==> config.mk <==
export PLATFORM = sky130hd
export DESIGN_NAME = multicycle_controller_flat
export DESIGN_NICKNAME = d
export VERILOG_FILES = /design/src/rtl/mini_risc_ctrl_pkg.sv /design/src/rtl/multicycle_controller_if.sv /design/src/rtl/ctrl_decode.sv /design/src/rtl/multicycle_controller.sv /design/src/flat_wrapper.sv
export SDC_FILE = /design/constraint.sdc
export NUM_CORES = 1
export LEC_CHECK = 0
export ABC_AREA = 1
export BUFFER_PORTS_ARGS = -buffer_cell sky130_fd_sc_hd__clkbuf_2
export CAP_MARGIN = 5
export CELL_PAD_IN_SITES_DETAIL_PLACEMENT = 1
export CELL_PAD_IN_SITES_GLOBAL_PLACEMENT = 2
export CORE_MARGIN = 4
export CORE_UTILIZATION = 29
export CTS_CLUSTER_SIZE = 20
export DETAILED_ROUTE_END_ITERATION = 6
export PLACE_DENSITY_LB_ADDON = 0.1
export SLEW_MARGIN = 20
export SYNTH_ARGS = -nofsm -noshare
export SYNTH_HDL_FRONTEND = slang
export SYNTH_SLANG_ARGS = --single-unit
==> constraint.sdc <==
create_clock -name clk -period 2 [get_ports clk]
set_clock_uncertainty 0.05 [all_clocks]
set_input_delay 0.1 -clock clk [delete_from_list [all_inputs] [get_ports clk]]
set_output_delay 0.1 -clock clk [all_outputs]
set_load 0.03 [all_outputs]
==> src/rtl/mini_risc_ctrl_pkg.sv <==
// Shared encodings for the mini-RISC multi-cycle control sequencer:
// FSM states, opcode/func fields, ALU and branch op codes, write-back encodings.
package mini_risc_ctrl_pkg;

    typedef enum logic [2:0] {
        S_FETCH  = 3'd0,
        S_DECODE = 3'd1,
        S_EXEC   = 3'd2,
        S_MEM    = 3'd3,
        S_WB     = 3'd4,
        S_HALT   = 3'd5
    } state_t;

    // Opcode classes
    localparam logic [5:0] OP_ALU_R = 6'd0;
    localparam logic [5:0] OP_ADDI  = 6'd1;
    localparam logic [5:0] OP_COMPI = 6'd2;
    localparam logic [5:0] OP_LW    = 6'd3;
    localparam logic [5:0] OP_SW    = 6'd4;
    localparam logic [5:0] OP_BR    = 6'd5;
    localparam logic [5:0] OP_HALT  = 6'd63;

    // func field for OP_ALU_R
    localparam logic [5:0] F_ADD   = 6'd0;
    localparam logic [5:0] F_COMP  = 6'd1;
    localparam logic [5:0] F_AND   = 6'd2;
    localparam logic [5:0] F_XOR   = 6'd3;
    localparam logic [5:0] F_SHLL  = 6'd4;
    localparam logic [5:0] F_SHRL  = 6'd5;
    localparam logic [5:0] F_SHLLV = 6'd6;
    localparam logic [5:0] F_SHRLV = 6'd7;
    localparam logic [5:0] F_SHRA  = 6'd8;
    localparam logic [5:0] F_SHRAV = 6'd9;

    // func field for OP_BR
    localparam logic [5:0] F_BR   = 6'd0;
    localparam logic [5:0] F_BLTZ = 6'd1;
    localparam logic [5:0] F_BZ   = 6'd2;
    localparam logic [5:0] F_BNZ  = 6'd3;
    localparam logic [5:0] F_BL   = 6'd4;
    localparam logic [5:0] F_BCY  = 6'd5;
    localparam logic [5:0] F_BNCY = 6'd6;

    typedef enum logic [3:0] {
        ALU_NOP   = 4'd0,
        ALU_ADD   = 4'd1,
        ALU_COMP  = 4'd2,
        ALU_AND   = 4'd3,
        ALU_XOR   = 4'd4,
        ALU_SHLL  = 4'd5,
        ALU_SHRL  = 4'd6,
        ALU_SHLLV = 4'd7,
        ALU_SHRLV = 4'd8,
        ALU_SHRA  = 4'd9,
        ALU_SHRAV = 4'd10
    } alu_op_t;

    // Branch ops; BR_SEQ means plain PC+4
    localparam logic [4:0] BR_SEQ  = 5'd0;
    localparam logic [4:0] BR_UNC  = 5'd1;
    localparam logic [4:0] BR_BLTZ = 5'd2;
    localparam logic [4:0] BR_BZ   = 5'd3;
    localparam logic [4:0] BR_BNZ  = 5'd4;
    localparam logic [4:0] BR_BL   = 5'd5;
    localparam logic [4:0] BR_BCY  = 5'd6;
    localparam logic [4:0] BR_BNCY = 5'd7;

    // Register-file write select and write-back source
    localparam logic [1:0] RW_NONE = 2'b00;
    localparam logic [1:0] RW_RS   = 2'b01;
    localparam logic [1:0] RW_LINK = 2'b10;

    localparam logic [1:0] WBM_LINK = 2'd0;
    localparam logic [1:0] WBM_MEM  = 2'd1;
    localparam logic [1:0] WBM_ALU  = 2'd2;

    // True for every opcode/func pair the sequencer knows how to execute
    function automatic logic is_legal(input logic [5:0] op, input logic [5:0] fn);
        logic ok;
        ok = 1'b0;
        case (op)
            OP_ALU_R: ok = (fn <= F_SHRAV);
            OP_ADDI, OP_COMPI, OP_LW, OP_SW, OP_HALT: ok = 1'b1;
            OP_BR:    ok = (fn <= F_BNCY);
            default:  ok = 1'b0;
        endcase
        return ok;
    endfunction

endpackage

==> src/rtl/multicycle_controller_if.sv <==
// Control bundle between the sequencer (master) and the datapath (slave).
// Optional illegal_instr flag present only when ILLEGAL_TRAP_EN is defined.
interface multicycle_controller_if #(parameter int CNT_W = 32);
    logic [5:0]       opcode;
    logic [5:0]       func;
    logic             pc_en;
    logic [1:0]       reg_write;
    logic             imm_mux_ctrl;
    logic             alu_mux_ctrl;
    logic [3:0]       alu_op;
    logic             dmem_enable;
    logic             dmem_write_enable;
    logic [1:0]       reg_write_mux_ctrl;
    logic [4:0]       br_op;
    logic             halted;
    logic [CNT_W-1:0] instr_count;
`ifdef ILLEGAL_TRAP_EN
    logic             illegal_instr;
`endif

    modport master (
        input  opcode, func,
        output pc_en, reg_write, imm_mux_ctrl, alu_mux_ctrl, alu_op,
               dmem_enable, dmem_write_enable, reg_write_mux_ctrl, br_op,
               halted, instr_count
`ifdef ILLEGAL_TRAP_EN
        , output illegal_instr
`endif
    );

    modport slave (
        output opcode, func,
        input  pc_en, reg_write, imm_mux_ctrl, alu_mux_ctrl, alu_op,
               dmem_enable, dmem_write_enable, reg_write_mux_ctrl, br_op,
               halted, instr_count
`ifdef ILLEGAL_TRAP_EN
        , input illegal_instr
`endif
    );
endinterface

==> src/rtl/ctrl_decode.sv <==
// Combinational map from (state, latched opcode, latched func) to the
// datapath control bundle. Holds no state of its own.
module ctrl_decode
    import mini_risc_ctrl_pkg::*;
(
    input  state_t     state,
    input  logic [5:0] op_q,
    input  logic [5:0] func_q,
    output logic       pc_en,
    output logic [1:0] reg_write,
    output logic       imm_mux_ctrl,
    output logic       alu_mux_ctrl,
    output logic [3:0] alu_op,
    output logic       dmem_enable,
    output logic       dmem_write_enable,
    output logic [1:0] reg_write_mux_ctrl,
    output logic [4:0] br_op,
    output logic       halted
);

    logic legal;
    assign legal = is_legal(op_q, func_q);

    // Decode the control bundle for the current state and instruction class
    always_comb begin
        pc_en              = 1'b0;
        reg_write          = RW_NONE;
        imm_mux_ctrl       = 1'b0;
        alu_mux_ctrl       = 1'b0;
        alu_op             = ALU_NOP;
        dmem_enable        = 1'b0;
        dmem_write_enable  = 1'b0;
        reg_write_mux_ctrl = WBM_LINK;
        br_op              = BR_SEQ;
        halted             = 1'b0;

        // ALU controls stay stable from EXEC through MEM/WB
        if (legal && (state == S_EXEC || state == S_MEM || state == S_WB)) begin
            case (op_q)
                OP_ALU_R: begin
                    case (func_q)
                        F_ADD:   alu_op = ALU_ADD;
                        F_COMP:  alu_op = ALU_COMP;
                        F_AND:   alu_op = ALU_AND;
                        F_XOR:   alu_op = ALU_XOR;
                        F_SHLL:  alu_op = ALU_SHLL;
                        F_SHRL:  alu_op = ALU_SHRL;
                        F_SHLLV: alu_op = ALU_SHLLV;
                        F_SHRLV: alu_op = ALU_SHRLV;
                        F_SHRA:  alu_op = ALU_SHRA;
                        F_SHRAV: alu_op = ALU_SHRAV;
                        default: alu_op = ALU_NOP;
                    endcase
                end
                OP_ADDI: begin
                    alu_op       = ALU_ADD;
                    alu_mux_ctrl = 1'b1;
                end
                OP_COMPI: begin
                    alu_op       = ALU_COMP;
                    alu_mux_ctrl = 1'b1;
                end
                OP_LW, OP_SW: begin
                    alu_op       = ALU_ADD;
                    alu_mux_ctrl = 1'b1;
                    imm_mux_ctrl = 1'b1;
                end
                default: ;
            endcase
        end

        case (state)
            S_EXEC: begin
                if (!legal) begin
                    // Unknown encoding retires as a NOP
                    pc_en = 1'b1;
                end else if (op_q == OP_BR) begin
                    pc_en = 1'b1;
                    case (func_q)
                        F_BR:    br_op = BR_UNC;
                        F_BLTZ:  br_op = BR_BLTZ;
                        F_BZ:    br_op = BR_BZ;
                        F_BNZ:   br_op = BR_BNZ;
                        F_BL:    br_op = BR_BL;
                        F_BCY:   br_op = BR_BCY;
                        F_BNCY:  br_op = BR_BNCY;
                        default: br_op = BR_SEQ;
                    endcase
                    if (func_q == F_BL) begin
                        reg_write          = RW_LINK;
                        reg_write_mux_ctrl = WBM_LINK;
                    end
                end
            end
            S_MEM: begin
                dmem_enable = 1'b1;
                if (op_q == OP_SW) begin
                    dmem_write_enable = 1'b1;
                    pc_en             = 1'b1;
                end
            end
            S_WB: begin
                reg_write          = RW_RS;
                pc_en              = 1'b1;
                reg_write_mux_ctrl = (op_q == OP_LW) ? WBM_MEM : WBM_ALU;
            end
            S_HALT: halted = 1'b1;
            default: ;
        endcase
    end

endmodule

==> src/rtl/multicycle_controller.sv <==
// Multi-cycle FETCH/DECODE/EXEC/MEM/WB sequencer for the mini-RISC datapath.
// Owns the state register, opcode/func latches and retired-instruction counter.
// Optional feature macro: ILLEGAL_TRAP_EN (unknown encodings trap to HALT and
// raise illegal_instr instead of retiring as a NOP).
module multicycle_controller
    import mini_risc_ctrl_pkg::*;
#(
    parameter int CNT_W = 32
) (
    input  logic                    clk,
    input  logic                    rst,
    multicycle_controller_if.master bus
);

    state_t           state;
    logic [5:0]       op_q;
    logic [5:0]       func_q;
    logic [CNT_W-1:0] count_q;
    logic             pc_en;
    logic [3:0]       alu_op;

    ctrl_decode u_decode (
        .state              (state),
        .op_q               (op_q),
        .func_q             (func_q),
        .pc_en              (pc_en),
        .reg_write          (bus.reg_write),
        .imm_mux_ctrl       (bus.imm_mux_ctrl),
        .alu_mux_ctrl       (bus.alu_mux_ctrl),
        .alu_op             (alu_op),
        .dmem_enable        (bus.dmem_enable),
        .dmem_write_enable  (bus.dmem_write_enable),
        .reg_write_mux_ctrl (bus.reg_write_mux_ctrl),
        .br_op              (bus.br_op),
        .halted             (bus.halted)
    );

    assign bus.pc_en       = pc_en;
    assign bus.alu_op      = alu_op;
    assign bus.instr_count = count_q;

`ifdef ILLEGAL_TRAP_EN
    logic illegal_q;
    assign bus.illegal_instr = illegal_q;
`endif

    // State sequencing, instruction latch and retire counter; the final state
    // of every instruction is exactly the one where decode raises pc_en
    always_ff @(posedge clk) begin
        if (rst) begin
            state   <= S_FETCH;
            op_q    <= '0;
            func_q  <= '0;
            count_q <= '0;
`ifdef ILLEGAL_TRAP_EN
            illegal_q <= 1'b0;
`endif
        end else begin
            if (pc_en) count_q <= count_q + 1'b1;
            case (state)
                S_FETCH: state <= S_DECODE;
                S_DECODE: begin
                    op_q   <= bus.opcode;
                    func_q <= bus.func;
                    if (bus.opcode == OP_HALT) begin
                        state <= S_HALT;
`ifdef ILLEGAL_TRAP_EN
                    end else if (!is_legal(bus.opcode, bus.func)) begin
                        state     <= S_HALT;
                        illegal_q <= 1'b1;
`endif
                    end else begin
                        state <= S_EXEC;
                    end
                end
                S_EXEC: begin
                    if (pc_en)                                state <= S_FETCH;
                    else if (op_q == OP_LW || op_q == OP_SW)  state <= S_MEM;
                    else                                      state <= S_WB;
                end
                S_MEM:   state <= pc_en ? S_FETCH : S_WB;
                S_WB:    state <= S_FETCH;
                S_HALT:  state <= S_HALT;
                default: state <= S_FETCH;
            endcase
        end
    end

endmodule

==> src/flat_wrapper.sv <==
// flat-port wrapper written by rule: the top's interface ports become plain ports
module multicycle_controller_flat import mini_risc_ctrl_pkg::*;
#(
    parameter int CNT_W = 32
)
  (clk, rst, bus_opcode, bus_func, bus_pc_en, bus_reg_write, bus_imm_mux_ctrl, bus_alu_mux_ctrl, bus_alu_op, bus_dmem_enable, bus_dmem_write_enable, bus_reg_write_mux_ctrl, bus_br_op, bus_halted, bus_instr_count);
  multicycle_controller_if #(.CNT_W(CNT_W)) bus_i ();
  input  logic clk;
  input  logic rst;
  input wire logic [$bits(bus_i.opcode)-1:0] bus_opcode;
  input wire logic [$bits(bus_i.func)-1:0] bus_func;
  output wire logic [$bits(bus_i.pc_en)-1:0] bus_pc_en;
  output wire logic [$bits(bus_i.reg_write)-1:0] bus_reg_write;
  output wire logic [$bits(bus_i.imm_mux_ctrl)-1:0] bus_imm_mux_ctrl;
  output wire logic [$bits(bus_i.alu_mux_ctrl)-1:0] bus_alu_mux_ctrl;
  output wire logic [$bits(bus_i.alu_op)-1:0] bus_alu_op;
  output wire logic [$bits(bus_i.dmem_enable)-1:0] bus_dmem_enable;
  output wire logic [$bits(bus_i.dmem_write_enable)-1:0] bus_dmem_write_enable;
  output wire logic [$bits(bus_i.reg_write_mux_ctrl)-1:0] bus_reg_write_mux_ctrl;
  output wire logic [$bits(bus_i.br_op)-1:0] bus_br_op;
  output wire logic [$bits(bus_i.halted)-1:0] bus_halted;
  output wire logic [$bits(bus_i.instr_count)-1:0] bus_instr_count;
  assign bus_i.opcode = bus_opcode;
  assign bus_i.func = bus_func;
  assign bus_pc_en = bus_i.pc_en;
  assign bus_reg_write = bus_i.reg_write;
  assign bus_imm_mux_ctrl = bus_i.imm_mux_ctrl;
  assign bus_alu_mux_ctrl = bus_i.alu_mux_ctrl;
  assign bus_alu_op = bus_i.alu_op;
  assign bus_dmem_enable = bus_i.dmem_enable;
  assign bus_dmem_write_enable = bus_i.dmem_write_enable;
  assign bus_reg_write_mux_ctrl = bus_i.reg_write_mux_ctrl;
  assign bus_br_op = bus_i.br_op;
  assign bus_halted = bus_i.halted;
  assign bus_instr_count = bus_i.instr_count;
  multicycle_controller #(.CNT_W(CNT_W)) u_core (.clk(clk), .rst(rst), .bus(bus_i));
endmodule
==> impl_metrics.tcl <==
set metrics [dict create \
    p_clk_frac 0.193 \
    groute.usage.overall 0.184 \
    boundaryPins 65 \
    cts_buffers 5 \
    drc 0 \
    first_global_vias 3420 \
    yosysSeqAreaShare 0.323 \
    synth_area_per_cell_um2 6.20 \
    drt-wirelength-per-cell_um 15.8 \
    dr.first_iter.drc_count 161 \
    cts.sink_count 51 \
    syn_to_final_growth_pct 28.2 \
    crit_required_ns 1.85 \
    synth_largest_area_cell "dfxtp_1" \
    worst_hold_slack_ns 0.0412 \
    cp_cell_sequence "nor2_4 > nand2_1 > nor2_2 > nand3_2 > nand3_2 > nand3_4 > nor2_1 > buf_4" \
    pwr-share-seq 0.377 \
    crit_top_cell "nand3_2" \
    seq_area_um2 1030 \
    yosys_warnings 0 \
    grt_max_degree 38 \
    rsz0062_at_grt "yes" \
    die_x_um 112 \
    max_freq_mhz 517 \
    fin_total_pwr_w 0.00334 \
    crit_path_start_kind "flop" \
    finalWirelength_um 11500 \
    synth.area.top_cells "dfxtp_1, nand2_1, nor2_1" \
    slew_violations 0 \
    min_path_type "in -> reg" \
    swShare 0.447 \
    cts_tree "built" \
    synth_enable_flop_cells 0 \
    syn_inst 509 \
    nFillCells 1409 \
    worst_skew_pair.late_latency_ns 0.33 \
    powerDensity_nw_per_um2 826 \
    clk_path_buf_depth 2 \
    htree_levels 2 \
    period_needed_ns 1.93 \
    rrSetupSlack_ns 0.19 \
    cp.arrival_ns 1.78 \
    cp_slowest_cell "dfxtp_1" \
    antenna_found_initial 0 \
    ys_async_sr_fraction 0 \
    ys_types 26 \
    nets 611 \
    drive_above_1_share 0.224 \
    clkTransAtPathRegs_ns 0.10 \
    critPathMaxStageDelay_ns 0.36 \
    setup_viol 0 \
    fp-row-count 37 \
    ir_worst_vdd_mv 0.451 \
    period_share 0.967 \
    synthTopCellsByCount "nand2_1, nor2_1, dfxtp_1, a21oi_1, nand3_1" \
    hold_violations 0 \
    antenna_cells 0 \
    maxCapViolations 0 \
    ys_ff_latch 51 \
    cts_root_buf "clkbuf_8" \
    leakage_nw 1.66 \
    p_switching_w 0.00149 \
    grt_overflow 0 \
    endpoint_kind "output port" \
    p_int_w 0.00185 \
    final_cell_area_um2 4050 \
    synth_top_area_frac 0.323 \
    multi_input_area_um2 2040 \
    die_h_um 112 \
    dp_hpwl_um 8700 \
    vias 3511 \
    vias_per_cell 4.82 \
    combPwrFrac 0.430 \
    synth_most_common_cell "nand2_1" \
    postPlaceCellArea_um2 3690 \
    io_buffer_count 62 \
    gp_congestion 0.872 \
    drt.antenna.violating_nets 0 \
    start_util 0.302 \
    grt_pass1_wl_um 18500 \
    dieArea_um2 12600 \
    critPathMaxFanout 6 \
    worstSetupPathType "reg -> out" \
    netlist_area_um2 3160 \
    status "complete, no violations" \
    firstDrtPassIters 4 \
    core_area_um2 10500 \
    synth_ff_type "dfxtp_1" \
]
## final cells by class
class	count	area share
Multi-Input combinational cell	412	0.504
Clock inverter	2	0.00309
Clock buffer	6	0.0179
Timing Repair Buffer	91	0.150
Sequential cell	51	0.254
Inverter	31	0.0287
Tap cell	136	0.0420
## registers in the layout, indices dropped and copies added (netlist names), named ones only
| register | count |
|---|---|
| u_core.op_q | 6 |
| u_core.func_q | 6 |
| u_core.bus.instr_count | 32 |
| u_core.state | 3 |
## logic make-up after synthesis
family,after synthesis,share of synthesized area
other cells,1,0.00119
simple gates,332,0.453
flops,51,0.323
xor+xnor,16,0.0444
compound gates,57,0.0912
fa+ha+maj,5,0.0198
buf+inv,47,0.0666
## repair_timing
item	in CTS	in global routing
pin swaps	6	9
buffers inserted	4	0
cloned	0	0
endpoints found under the hold margin	8	0
endpoints found under the setup margin	11	13
hold buffers	8	0
gates resized for setup	30	26
## layout by cell type, fill, tap and decap left out, drive strengths merged
cell type / instances
nand2: 172
nor2: 92
clkbuf: 61
dfxtp: 51
nand3: 49
a21oi: 46
inv: 30
buf: 28
nand3b: 14
xor2: 11
o21ai: 10
dlygate4sd3: 8
xnor2: 5
ha: 5
nor3: 3
nand4: 2
conb: 2
clkinv: 2
o31ai: 1
clkinvlp: 1
## per-stage QoR
| step | TNS (ns) | std cells | worst slack [ns] | utilization |
|---|---|---|---|---|
| 2_1_floorplan | 0 | 510 | 0.0240 | - |
| 3_3_place_gp | 0 | 709 | 0.120 | 0.352 |
| 3_5_place_dp | 0 | 709 | 0.0770 | 0.352 |
| 4_1_cts | -0.0137 | 729 | -0.0130 | 0.381 |
| 5_1_grt | -0.315 | 729 | -0.0518 | 0.387 |
| 6_report | 0 | 729 | 0.0653 | 0.387 |
## path summary, 6_finish.rpt
kind                     from          endpoint  depth (start not counted)
max            u_core.op_q[5]      bus_br_op[1]                          8
max reg2reg   u_core.state[0]              flop                         11
min reg2reg  u_core.func_q[4]  u_core.func_q[4]                          2
min             bus_opcode[2]    u_core.op_q[2]                          3
## worst max-delay path, delay by kind of cell (launching register included)
kind                   cells  cell delay (ns)
buffers and inverters      1             0.17
AND/OR/NAND/NOR            7             0.93
flip-flops                 1             0.36
## power groups by stage
| stage | clock network, W | registers (W) | logic [W] |
|---|---|---|---|
| 2_1_floorplan | 0 | 0.00126 | 0.000865 |
| 3_3_place_gp | 0 | 0.00125 | 0.00123 |
| 3_5_place_dp | 0 | 0.00126 | 0.00126 |
| 4_1_cts | 0.000676 | 0.00125 | 0.00137 |
| 5_1_grt | 0.000710 | 0.00128 | 0.00161 |
| 6_report | 0.000646 | 0.00126 | 0.00144 |
## per-layer routing
layer / global-route usage / vias up / wire length, µm
met4: 0.0425 / 0 / 121
met1: 0.273 / 1649 / 5980
met5: 0 / - / 0
met3: 0.0296 / 10 / 458
li1: - / 1794 / -
met2: 0.279 / 58 / 4970
Power figures use the tool's default switching activity.
